## src/rtl/multu_sched_if.sv

```systemverilog
// Signal bundle between multu_sched, its requesters and the shared multu.
// master: the scheduler side. slave: requesters plus the multiplier.
interface multu_sched_if #(
  parameter int NREQ = 4
);
  logic [NREQ-1:0]    req;
  logic [32*NREQ-1:0] a_in;
  logic [32*NREQ-1:0] b_in;
  logic [NREQ-1:0]    grant;
  logic [NREQ-1:0]    done;
  logic [31:0]        result;
  logic               result_valid;
  logic               result_err;
  logic               busy;
  logic [31:0]        mult_a;
  logic [31:0]        mult_b;
  logic               mult_go;
  logic               mult_reset;
  logic [31:0]        mult_out;
  logic               mult_done;

  modport master (
    input  req, a_in, b_in, mult_out, mult_done,
    output grant, done, result, result_valid, result_err, busy,
           mult_a, mult_b, mult_go, mult_reset
  );

  modport slave (
    output req, a_in, b_in, mult_out, mult_done,
    input  grant, done, result, result_valid, result_err, busy,
           mult_a, mult_b, mult_go, mult_reset
  );
endinterface

```

## src/rtl/multu_sched.sv

```systemverilog
// Round-robin scheduler sharing one sequential multiplier between NREQ
// requesters. Grants one requester, issues the operands with a doMult
// pulse, waits for a rising mult_done (or a watchdog) and returns the
// product to the owner. Every output comes straight from a register.
module multu_sched #(
  parameter int NREQ    = 4,
  parameter int TIMEOUT = 64
) (
  input logic           clk,
  input logic           reset,
  multu_sched_if.master bus
);
  localparam int              PW       = (NREQ > 1) ? $clog2(NREQ) : 1;
  localparam logic [7:0]      TO_LIMIT = 8'(TIMEOUT);
  localparam logic [PW-1:0]   PTR_INIT = PW'(NREQ - 1);
  localparam logic [NREQ-1:0] ONE_LSB  = NREQ'(1'b1);

  typedef enum logic [1:0] {
    S_IDLE    = 2'd0,
    S_ISSUE   = 2'd1,
    S_WAIT    = 2'd2,
    S_DELIVER = 2'd3
  } state_e;

  state_e          r_state, w_state_nxt;
  logic [PW-1:0]   r_ptr, w_ptr_nxt;
  logic [PW-1:0]   r_owner, w_owner_nxt;
  logic [7:0]      r_cnt, w_cnt_nxt;
  logic            r_done_d;
  logic [NREQ-1:0] r_grant, w_grant_nxt;
  logic [NREQ-1:0] r_done, w_done_nxt;
  logic [31:0]     r_result, w_result_nxt;
  logic            r_result_valid, w_result_valid_nxt;
  logic            r_result_err, w_result_err_nxt;
  logic            r_busy, w_busy_nxt;
  logic [31:0]     r_mult_a, w_mult_a_nxt;
  logic [31:0]     r_mult_b, w_mult_b_nxt;
  logic            r_mult_go, w_mult_go_nxt;
  logic            r_mult_reset, w_mult_reset_nxt;

  logic            w_found;
  logic [PW-1:0]   w_pick;
  logic            w_mult_rise;
  logic [7:0]      w_cnt_inc;

  // Round-robin search starting one past the last owner; returns {found, index}.
  function automatic logic [PW:0] rr_pick(input logic [NREQ-1:0] req_v,
                                          input logic [PW-1:0]   ptr_v);
    logic          found;
    logic [PW-1:0] pick;
    logic [PW-1:0] idx;
    found = 1'b0;
    pick  = ptr_v;
    for (int i = 1; i <= NREQ; i++) begin
      idx = PW'((int'(ptr_v) + i) % NREQ);
      if (!found && req_v[idx]) begin
        found = 1'b1;
        pick  = idx;
      end else begin
        found = found;
      end
    end
    return {found, pick};
  endfunction

  assign {w_found, w_pick} = rr_pick(bus.req, r_ptr);
  // Only a 0->1 transition counts, so a done left high from earlier is ignored.
  assign w_mult_rise = bus.mult_done & ~r_done_d;
  assign w_cnt_inc   = r_cnt + 8'd1;

  // Next-state and next-output decode; pulses default low every cycle.
  always_comb begin
    w_state_nxt        = r_state;
    w_ptr_nxt          = r_ptr;
    w_owner_nxt        = r_owner;
    w_cnt_nxt          = r_cnt;
    w_grant_nxt        = {NREQ{1'b0}};
    w_done_nxt         = {NREQ{1'b0}};
    w_result_nxt       = r_result;
    w_result_valid_nxt = 1'b0;
    w_result_err_nxt   = 1'b0;
    w_mult_a_nxt       = r_mult_a;
    w_mult_b_nxt       = r_mult_b;
    w_mult_go_nxt      = 1'b0;
    w_mult_reset_nxt   = 1'b0;
    case (r_state)
      S_IDLE: begin
        if (w_found) begin
          w_owner_nxt   = w_pick;
          w_grant_nxt   = ONE_LSB << w_pick;
          w_mult_a_nxt  = bus.a_in[{w_pick, 5'd0} +: 32];
          w_mult_b_nxt  = bus.b_in[{w_pick, 5'd0} +: 32];
          w_mult_go_nxt = 1'b1;
          w_state_nxt   = S_ISSUE;
        end else begin
          w_state_nxt = S_IDLE;
        end
      end
      S_ISSUE: begin
        w_cnt_nxt   = 8'd0;
        w_state_nxt = S_WAIT;
      end
      S_WAIT: begin
        w_cnt_nxt = w_cnt_inc;
        // Completion is checked first so it wins over a same-cycle timeout.
        if (w_mult_rise) begin
          w_result_nxt       = bus.mult_out;
          w_result_valid_nxt = 1'b1;
          w_done_nxt         = ONE_LSB << r_owner;
          w_state_nxt        = S_DELIVER;
        end else if (w_cnt_inc == TO_LIMIT) begin
          w_result_nxt       = 32'd0;
          w_result_valid_nxt = 1'b1;
          w_result_err_nxt   = 1'b1;
          w_done_nxt         = ONE_LSB << r_owner;
          w_mult_reset_nxt   = 1'b1;
          w_state_nxt        = S_DELIVER;
        end else begin
          w_state_nxt = S_WAIT;
        end
      end
      S_DELIVER: begin
        w_ptr_nxt   = r_owner;
        w_state_nxt = S_IDLE;
      end
      default: begin
        w_state_nxt = S_IDLE;
      end
    endcase
    w_busy_nxt = (w_state_nxt != S_IDLE);
  end

  // State and output registers; reset holds the multiplier in reset.
  always_ff @(posedge clk or negedge reset) begin
    if (!reset) begin
      r_state        <= S_IDLE;
      r_ptr          <= PTR_INIT;
      r_owner        <= {PW{1'b0}};
      r_cnt          <= 8'd0;
      r_done_d       <= 1'b0;
      r_grant        <= {NREQ{1'b0}};
      r_done         <= {NREQ{1'b0}};
      r_result       <= 32'd0;
      r_result_valid <= 1'b0;
      r_result_err   <= 1'b0;
      r_busy         <= 1'b0;
      r_mult_a       <= 32'd0;
      r_mult_b       <= 32'd0;
      r_mult_go      <= 1'b0;
      r_mult_reset   <= 1'b1;
    end else begin
      r_state        <= w_state_nxt;
      r_ptr          <= w_ptr_nxt;
      r_owner        <= w_owner_nxt;
      r_cnt          <= w_cnt_nxt;
      r_done_d       <= bus.mult_done;
      r_grant        <= w_grant_nxt;
      r_done         <= w_done_nxt;
      r_result       <= w_result_nxt;
      r_result_valid <= w_result_valid_nxt;
      r_result_err   <= w_result_err_nxt;
      r_busy         <= w_busy_nxt;
      r_mult_a       <= w_mult_a_nxt;
      r_mult_b       <= w_mult_b_nxt;
      r_mult_go      <= w_mult_go_nxt;
      r_mult_reset   <= w_mult_reset_nxt;
    end
  end

  assign bus.grant        = r_grant;
  assign bus.done         = r_done;
  assign bus.result       = r_result;
  assign bus.result_valid = r_result_valid;
  assign bus.result_err   = r_result_err;
  assign bus.busy         = r_busy;
  assign bus.mult_a       = r_mult_a;
  assign bus.mult_b       = r_mult_b;
  assign bus.mult_go      = r_mult_go;
  assign bus.mult_reset   = r_mult_reset;
endmodule

```

## src/flat_wrapper.sv

```systemverilog
// flat-port wrapper written by rule: the top's interface ports become plain ports
module multu_sched_flat 
#(
  parameter int NREQ    = 4,
  parameter int TIMEOUT = 64
)
  (clk, reset, bus_req, bus_a_in, bus_b_in, bus_mult_out, bus_mult_done, bus_grant, bus_done, bus_result, bus_result_valid, bus_result_err, bus_busy, bus_mult_a, bus_mult_b, bus_mult_go, bus_mult_reset);
  multu_sched_if #(.NREQ(NREQ)) bus_i ();
  input logic clk;
  input logic reset;
  input wire logic [$bits(bus_i.req)-1:0] bus_req;
  input wire logic [$bits(bus_i.a_in)-1:0] bus_a_in;
  input wire logic [$bits(bus_i.b_in)-1:0] bus_b_in;
  input wire logic [$bits(bus_i.mult_out)-1:0] bus_mult_out;
  input wire logic [$bits(bus_i.mult_done)-1:0] bus_mult_done;
  output wire logic [$bits(bus_i.grant)-1:0] bus_grant;
  output wire logic [$bits(bus_i.done)-1:0] bus_done;
  output wire logic [$bits(bus_i.result)-1:0] bus_result;
  output wire logic [$bits(bus_i.result_valid)-1:0] bus_result_valid;
  output wire logic [$bits(bus_i.result_err)-1:0] bus_result_err;
  output wire logic [$bits(bus_i.busy)-1:0] bus_busy;
  output wire logic [$bits(bus_i.mult_a)-1:0] bus_mult_a;
  output wire logic [$bits(bus_i.mult_b)-1:0] bus_mult_b;
  output wire logic [$bits(bus_i.mult_go)-1:0] bus_mult_go;
  output wire logic [$bits(bus_i.mult_reset)-1:0] bus_mult_reset;
  assign bus_i.req = bus_req;
  assign bus_i.a_in = bus_a_in;
  assign bus_i.b_in = bus_b_in;
  assign bus_i.mult_out = bus_mult_out;
  assign bus_i.mult_done = bus_mult_done;
  assign bus_grant = bus_i.grant;
  assign bus_done = bus_i.done;
  assign bus_result = bus_i.result;
  assign bus_result_valid = bus_i.result_valid;
  assign bus_result_err = bus_i.result_err;
  assign bus_busy = bus_i.busy;
  assign bus_mult_a = bus_i.mult_a;
  assign bus_mult_b = bus_i.mult_b;
  assign bus_mult_go = bus_i.mult_go;
  assign bus_mult_reset = bus_i.mult_reset;
  multu_sched #(.NREQ(NREQ), .TIMEOUT(TIMEOUT)) u_core (.clk(clk), .reset(reset), .bus(bus_i));
endmodule
```

## config.mk

```make
export PLATFORM = sky130hd
export DESIGN_NAME = multu_sched_flat
export DESIGN_NICKNAME = d
export VERILOG_FILES = /design/src/rtl/multu_sched_if.sv /design/src/rtl/multu_sched.sv /design/src/flat_wrapper.sv
export SDC_FILE = /design/constraint.sdc
export NUM_CORES = 1
export LEC_CHECK = 0
export ABC_CLOCK_PERIOD_IN_PS = 1800
export CAP_MARGIN = 20
export CORE_AREA = 4 4 157 159
export CTS_CLUSTER_SIZE = 14
export DETAILED_ROUTE_END_ITERATION = 6
export DIE_AREA = 0 0 161 163
export PLACE_DENSITY = 0.66
export SKIP_CTS_REPAIR_TIMING = 1
export SYNTH_ARGS = -nofsm -noshare
export SYNTH_HDL_FRONTEND = slang
export SYNTH_SLANG_ARGS = --single-unit
export TNS_END_PERCENT = 50
```

## constraint.sdc

```tcl
create_clock -name clk -period 1.8 [get_ports clk]
set_input_delay 0.27 -clock clk [delete_from_list [all_inputs] [get_ports clk]]
set_output_delay 0.27 -clock clk [all_outputs]
set_load 0.03 [all_outputs]
```

# == Word level (Yosys, flattened, before mapping) ==
# Cells that the tools add are included.
# totals
input_bits,295
output_inout_bits,109
register_bits,124
word_cells,81
# classes
bitwise,2
reduce_logical,12
shifts,4
mux,35
n_addsub,5
n_eq_ne,4
magnitude_cmp,4
# ops
op,count
variable part select 128 x 8 -> 32 bit,2
2-to-1 mux 32 bit,2
2-to-1 mux 4 bit,5
2-to-1 mux 1 bit,17
one-hot mux 8 bit (2 select lines),1
less-than comparator 2 x 3 -> 1 bit (second input constant),4
2-to-1 mux 2 bit,5
adder 8 x 1 -> 8 bit (second input constant),1
binary-select mux 1 bit (select 2 bit),4
== test 8 x 7 -> 1 bit (second input constant),1
one-hot mux 2 bit (4 select lines),1
<< shifter 1 x 2 -> 4 bit (first input constant),2
nonzero test 2 bit,3
adder 2 x 1 -> 2 bit (second input constant),2
adder 2 bit (second input constant),2
== test 2 bit (second input constant),2
AND reduction 2 bit,2
logical AND 1 bit,3
zero test 1 bit,3
== test 2 x 1 -> 1 bit (second input constant),1
zero test 2 bit,1
bitwise AND 1 bit,1
NOT 1 bit,1

# == Depth between registers and ports, before layout ==
# Gate-level depths: netlist of the first run.
# logic_depth
depth_word,16
ltp_mapped,10
ltp_nobuf,6

# == Worst setup path after synthesis of the first run ==
# OpenSTA, ideal clock, no wires.
# synth_timing
kind,register to register
from,reg u_core.r_cnt[0]
to,reg u_core.r_result[0] (netlist: u_core.bus.result[0])
t_required_ns,1.680
stages_incl_launch_ff,9
synth_period_minus_slack_ns,1.835
t_arrival_ns,1.715
n_path_buf,2
setup_time_ns,0.120
slack_ns,-0.035
path_cell_list,dfrtp_1 -> ha_1 -> and3_2 -> nand3_1 -> xnor2_1 -> and3_1 -> buf_2 -> buf_6 -> nor3_1
# synth_via
elab_chain_cells,4
# synth_rtl
element,line,text
"start, declared",multu_sched.sv:28,"logic [7:0] r_cnt, w_cnt_nxt;"
"start signal, assigned",multu_sched.sv:155,r_cnt <= w_cnt_nxt;
adder 8 x 1 -> 8 bit,multu_sched.sv:69,assign w_cnt_inc = r_cnt + 8'd1;
== test 8 x 7 -> 1 bit,multu_sched.sv:111,end else if (w_cnt_inc == TO_LIMIT) begin
nonzero test 2 bit (no source line),n/a,
AND reduction 2 bit (no source line),n/a,
"end signal, assigned",multu_sched.sv:159,r_result <= w_result_nxt;
"end, declared",multu_sched.sv:32,"logic [31:0] r_result, w_result_nxt;"
# Every way passes these cells.
# A chain may end at the register's enable or synchronous reset.

# == Worst setup path in the final report of the first run ==
# layout_timing
from,reg u_core.r_ptr[1]
to,reg u_core.r_mult_a[20] (netlist: u_core.bus.mult_a[20])
# layout_via
elab_chain_cells,14
word_cells_on_any_way,28
classes_between,4 x add/sub; 1 x shift; 16 x mux; 7 x reduce/logical
# layout_rtl
element,line,text
"start, declared",multu_sched.sv:26,"logic [PW-1:0] r_ptr, w_ptr_nxt;"
"start signal, assigned",multu_sched.sv:153,r_ptr <= w_ptr_nxt;
adder 2 x 1 -> 2 bit,multu_sched.sv:55,idx = PW'((int'(ptr_v) + i) % NREQ);
binary-select mux 1 bit (select 2 bit),multu_sched.sv:56,if (!found && req_v[idx]) begin
2-to-1 mux 1 bit (implied by the code),multu_sched.sv:56,
2-to-1 mux 1 bit,multu_sched.sv:56,
zero test 1 bit,multu_sched.sv:56,
logical AND 1 bit,multu_sched.sv:56,
2-to-1 mux 1 bit,multu_sched.sv:56,
zero test 1 bit,multu_sched.sv:56,
logical AND 1 bit,multu_sched.sv:56,
2-to-1 mux 1 bit,multu_sched.sv:56,
zero test 1 bit,multu_sched.sv:56,
logical AND 1 bit,multu_sched.sv:56,
2-to-1 mux 2 bit or 2-to-1 mux 1 bit (tied branches),multu_sched.sv:56,
variable part select 128 x 8 -> 32 bit or AND reduction 2 bit (tied branches),n/a,
"end signal, assigned",multu_sched.sv:163,r_mult_a <= w_mult_a_nxt;
"end, declared",multu_sched.sv:36,"logic [31:0] r_mult_a, w_mult_a_nxt;"
# Parallel ways exist; a longest one is shown, timed or not. The select of a mux whose other input is x is not followed.

==> results of run 1 <==
## state kept, by name, indices dropped and copies added (netlist names)
register                 count
u_core.bus.mult_a           32
u_core.bus.mult_b           32
u_core.bus.result           32
u_core.r_cnt                 8
u_core.bus.done              4
u_core.bus.grant             4
u_core.r_owner               2
u_core.r_ptr                 2
u_core.r_state               2
u_core.bus.busy              1
u_core.bus.mult_go           1
u_core.bus.mult_reset        1
u_core.bus.result_err        1
u_core.bus.result_valid      1
u_core.r_done_d              1
## logic make-up (layout without fill, tap and decap cells)
logic type	Yosys count	after routing	synth area share, %
and+or+nand+nor	201	201	13.3
muxes	130	130	20.0
DFF	124	124	47.7
AOI/OAI and AO/OA	100	100	12.2
buffers and inverters	63	526	5.28
adders and majority gates	6	6	1.15
xor gates and xnor gates	3	3	0.403
## stage by stage
stage                     power, W  area, um^2  std cells  setup WS [ps]  TNS, ps
final                       0.0210       12900       1409           -221    -6070
after global routing        0.0221       12900       1409           -257   -10140
after CTS                   0.0197       12000       1387           -250    -6260
after detailed placement    0.0159       11300       1355           -500   -26120
after global placement      0.0157       11300       1355           -454   -20930
after floorplan             0.0109        6530        627           12.2        0
## worst max-delay path: cells and delay by family, from the launching register on
family          cells  cell delay [ps]
compound gates      2              310
buf+inv             3              470
flops               1              580
mux                 2              500
## routing by layer
layer | global-route usage, % | wire length (um) | up-vias
met2 | 33.6 | 14400 | 303
met1 | 23.5 | 11200 | 3253
met5 | 0 | 0 | -
li1 | - | - | 3191
met3 | 6.20 | 2150 | 43
met4 | 5.43 | 627 | 0
## cells in the final DEF (no fill, tap or decap), types with 3 or more instances in the layout
| cell | Yosys | routed |
|---|---|---|
| nand4_1 | 3 | 3 |
| nor2_1 | 71 | 71 |
| dlymetal6s2s_1 | 0 | 10 |
| nor3_1 | 31 | 6 |
| a21oi_1 | 6 | 6 |
| o21ai_0 | 11 | 11 |
| nor3_2 | 4 | 26 |
| mux2i_4 | 0 | 11 |
| mux2i_2 | 0 | 24 |
| nand2_1 | 75 | 73 |
| mux2i_1 | 130 | 95 |
| nor3_4 | 0 | 3 |
| ha_1 | 6 | 5 |
| dfstp_2 | 3 | 3 |
| o221ai_2 | 0 | 4 |
| clkbuf_16 | 0 | 25 |
| o221ai_1 | 65 | 60 |
| bufinv_16 | 0 | 5 |
| clkbuf_1 | 22 | 3 |
| clkdlybuf4s50_1 | 0 | 392 |
| buf_8 | 0 | 3 |
| inv_1 | 12 | 11 |
| buf_6 | 11 | 14 |
| nand3_1 | 5 | 3 |
| nand2_2 | 1 | 3 |
| dfrtp_1 | 121 | 119 |
| buf_4 | 1 | 34 |
| a211oi_2 | 1 | 3 |
| a211oi_1 | 5 | 3 |
| buf_12 | 0 | 18 |
## final cells by class
type	instances	area, um^2
Clock buffer	21	450
Clock inverter	11	193
Inverter	12	45.0
Multi-Input combinational cell	440	3550
Fill cell	2041	10400
Tap cell	319	399
Sequential cell	124	3110
Timing Repair Buffer	482	5130
## report_power, final
part | switching [W] | total, W | internal (W)
Combinational | 0.00653 | 0.0125 | 0.00595
Sequential | 0.000703 | 0.00475 | 0.00405
Clock | 0.00127 | 0.00376 | 0.00249
Total | 0.00850 | 0.0210 | 0.0125
## worst paths after layout
kind | depth (start not counted) | endpoint | slack (ps) | startpoint
max in group asynchronous | 3 | u_core.r_ptr[0] | 910 | reset
max reg2reg | 7 | u_core.bus.mult_a[20] | -220 | u_core.r_ptr[1]
min reg2reg | 2 | u_core.bus.mult_b[30] | 480 | u_core.bus.mult_b[30]
max | 7 | u_core.bus.mult_a[20] | -220 | u_core.r_ptr[1]
min | 2 | u_core.r_cnt[2] | 260 | reset
min in group clk | 1 | u_core.r_done_d | 330 | bus_mult_done
==> summary.txt, run 1 <==
Routability cong.: 0.879
Max cap viols: 0
Count of flip-flops with a built-in enable after synthesis: 0
I/O pin total: 404
Die width: 161 um
Number of global-route vias before repair: 6951
Fin crit period: 2020 ps
Fin util: 55.4%
Worst skew pair latency: 410 ps
Seq/Total Area, Yosys: 47.7%
Final wirelength: 28400 um
CP Data Required Time: 2060 ps
RSZ-0062 raised after global routing: true
Die area: 26200 um^2
DIE HEIGHT: 163 um
Slowest stage delay, CP: 580 ps
Yosys top cell by area: dfrtp_1
Clock transition at the registers of the reported paths: 60 ps
CTS Buf Count: 17
Status: finished with violations
Vias/cell: 4.82
Worst-path cell chain: mux2i_2 > o221ai_4 > buf_12 > buf_16 > buf_16 > mux2i_2 > o221ai_1
Slowest CP cell: dfstp_2
ANT nets after route: 0
Power per cell area: 1630 nW/um^2
Main flop type after synthesis: dfrtp_1
H-tree level count: 4
# rows: 56
Total grt overflow: 0
Synth area leaders: dfrtp_1 46%, mux2i_1 20%, o221ai_1 8.7%, nand2_1 4.3%, nor2_1 4.1%
Crit path kind: flop to flop
Drt first pass iters: 5
Largest net degree at the start of global routing: 50
Synth top area share: 46.5%
DRC Markers: 0
Bufs on Longest Clock Path: 2
Most frequent cell after synthesis: mux2i_1
Critical Path Source Type: flop
1st-iter DRT viols: 288
Post-synth cell types: 38
Synth top cells by count: 130 x mux2i_1, 121 x dfrtp_1, 75 x nand2_1
Max FO, Critical Path: 8
Slew @ Worst Pin: 410 ps
Leakage power: 5.56 nW
Syn avg cell area: 10.4 um^2
Core Area: 23300 um^2
Final Cycle Share: 112%
Fin. max-slew vios: 0
Hold Crit Class: primary input to async pin
CTS tree: yes
Initial antenna violation count: 0
Post-Syn Nets: 928
Antenna cells: 0
IO Port Bufs: 403
Failing checks: negative setup slack
GR Util All Layers: 19.5%
Ys Warns: 0
Final nets: 1378
Final worst slack: -221 ps
DR WL/cell: 20.1 um
Worst setup EP type: flop
Slew HR: 72.6%
VDD IR-drop max: 721 uV
Final hold vios: 0
Synth-to-layout area growth: 97.8%
Share of cells above drive strength 1: 18.3%
DPL Wire Length: 20600 um
Crit path DAT: 2290 ps
Synth async-reset ratio: 100%
Final count of negative-setup-slack endpoints: 64
First-pass GRT wire length: 39700 um
Maximum clock rate: 495 MHz
Root Buffer: clkbuf_16
Yosys reg bits: 124
Hold slack final: 260 ps
Via count: 6790
CTS Sinks: 124
Synthesized cell area: 6510 um^2
Cell count after synthesis: 627
Initial Utilization: 28.0%
Clock skew: 11.8 ps
(Power assumes the default switching activity.)
==> run 2: changes to the inputs <==
--- a/config.mk
+++ b/config.mk
@@ -13,6 +13,7 @@
 export DIE_AREA = 0 0 161 163
 export PLACE_DENSITY = 0.66
 export SKIP_CTS_REPAIR_TIMING = 1
+export SLEW_MARGIN = 20
 export SYNTH_ARGS = -nofsm -noshare
 export SYNTH_HDL_FRONTEND = slang
 export SYNTH_SLANG_ARGS = --single-unit
==> results of run 2 <==
The final DEF is identical to that of run 1; final timing and power are the same.
==> run 3: changes to the inputs <==
--- a/config.mk
+++ b/config.mk
@@ -8,6 +8,7 @@
 export ABC_CLOCK_PERIOD_IN_PS = 1800
 export CAP_MARGIN = 20
 export CORE_AREA = 4 4 157 159
+export CTS_CLUSTER_DIAMETER = 40
 export CTS_CLUSTER_SIZE = 14
 export DETAILED_ROUTE_END_ITERATION = 6
 export DIE_AREA = 0 0 161 163
==> results of run 3 <==
The final DEF is identical to that of run 1; final timing and power are the same.
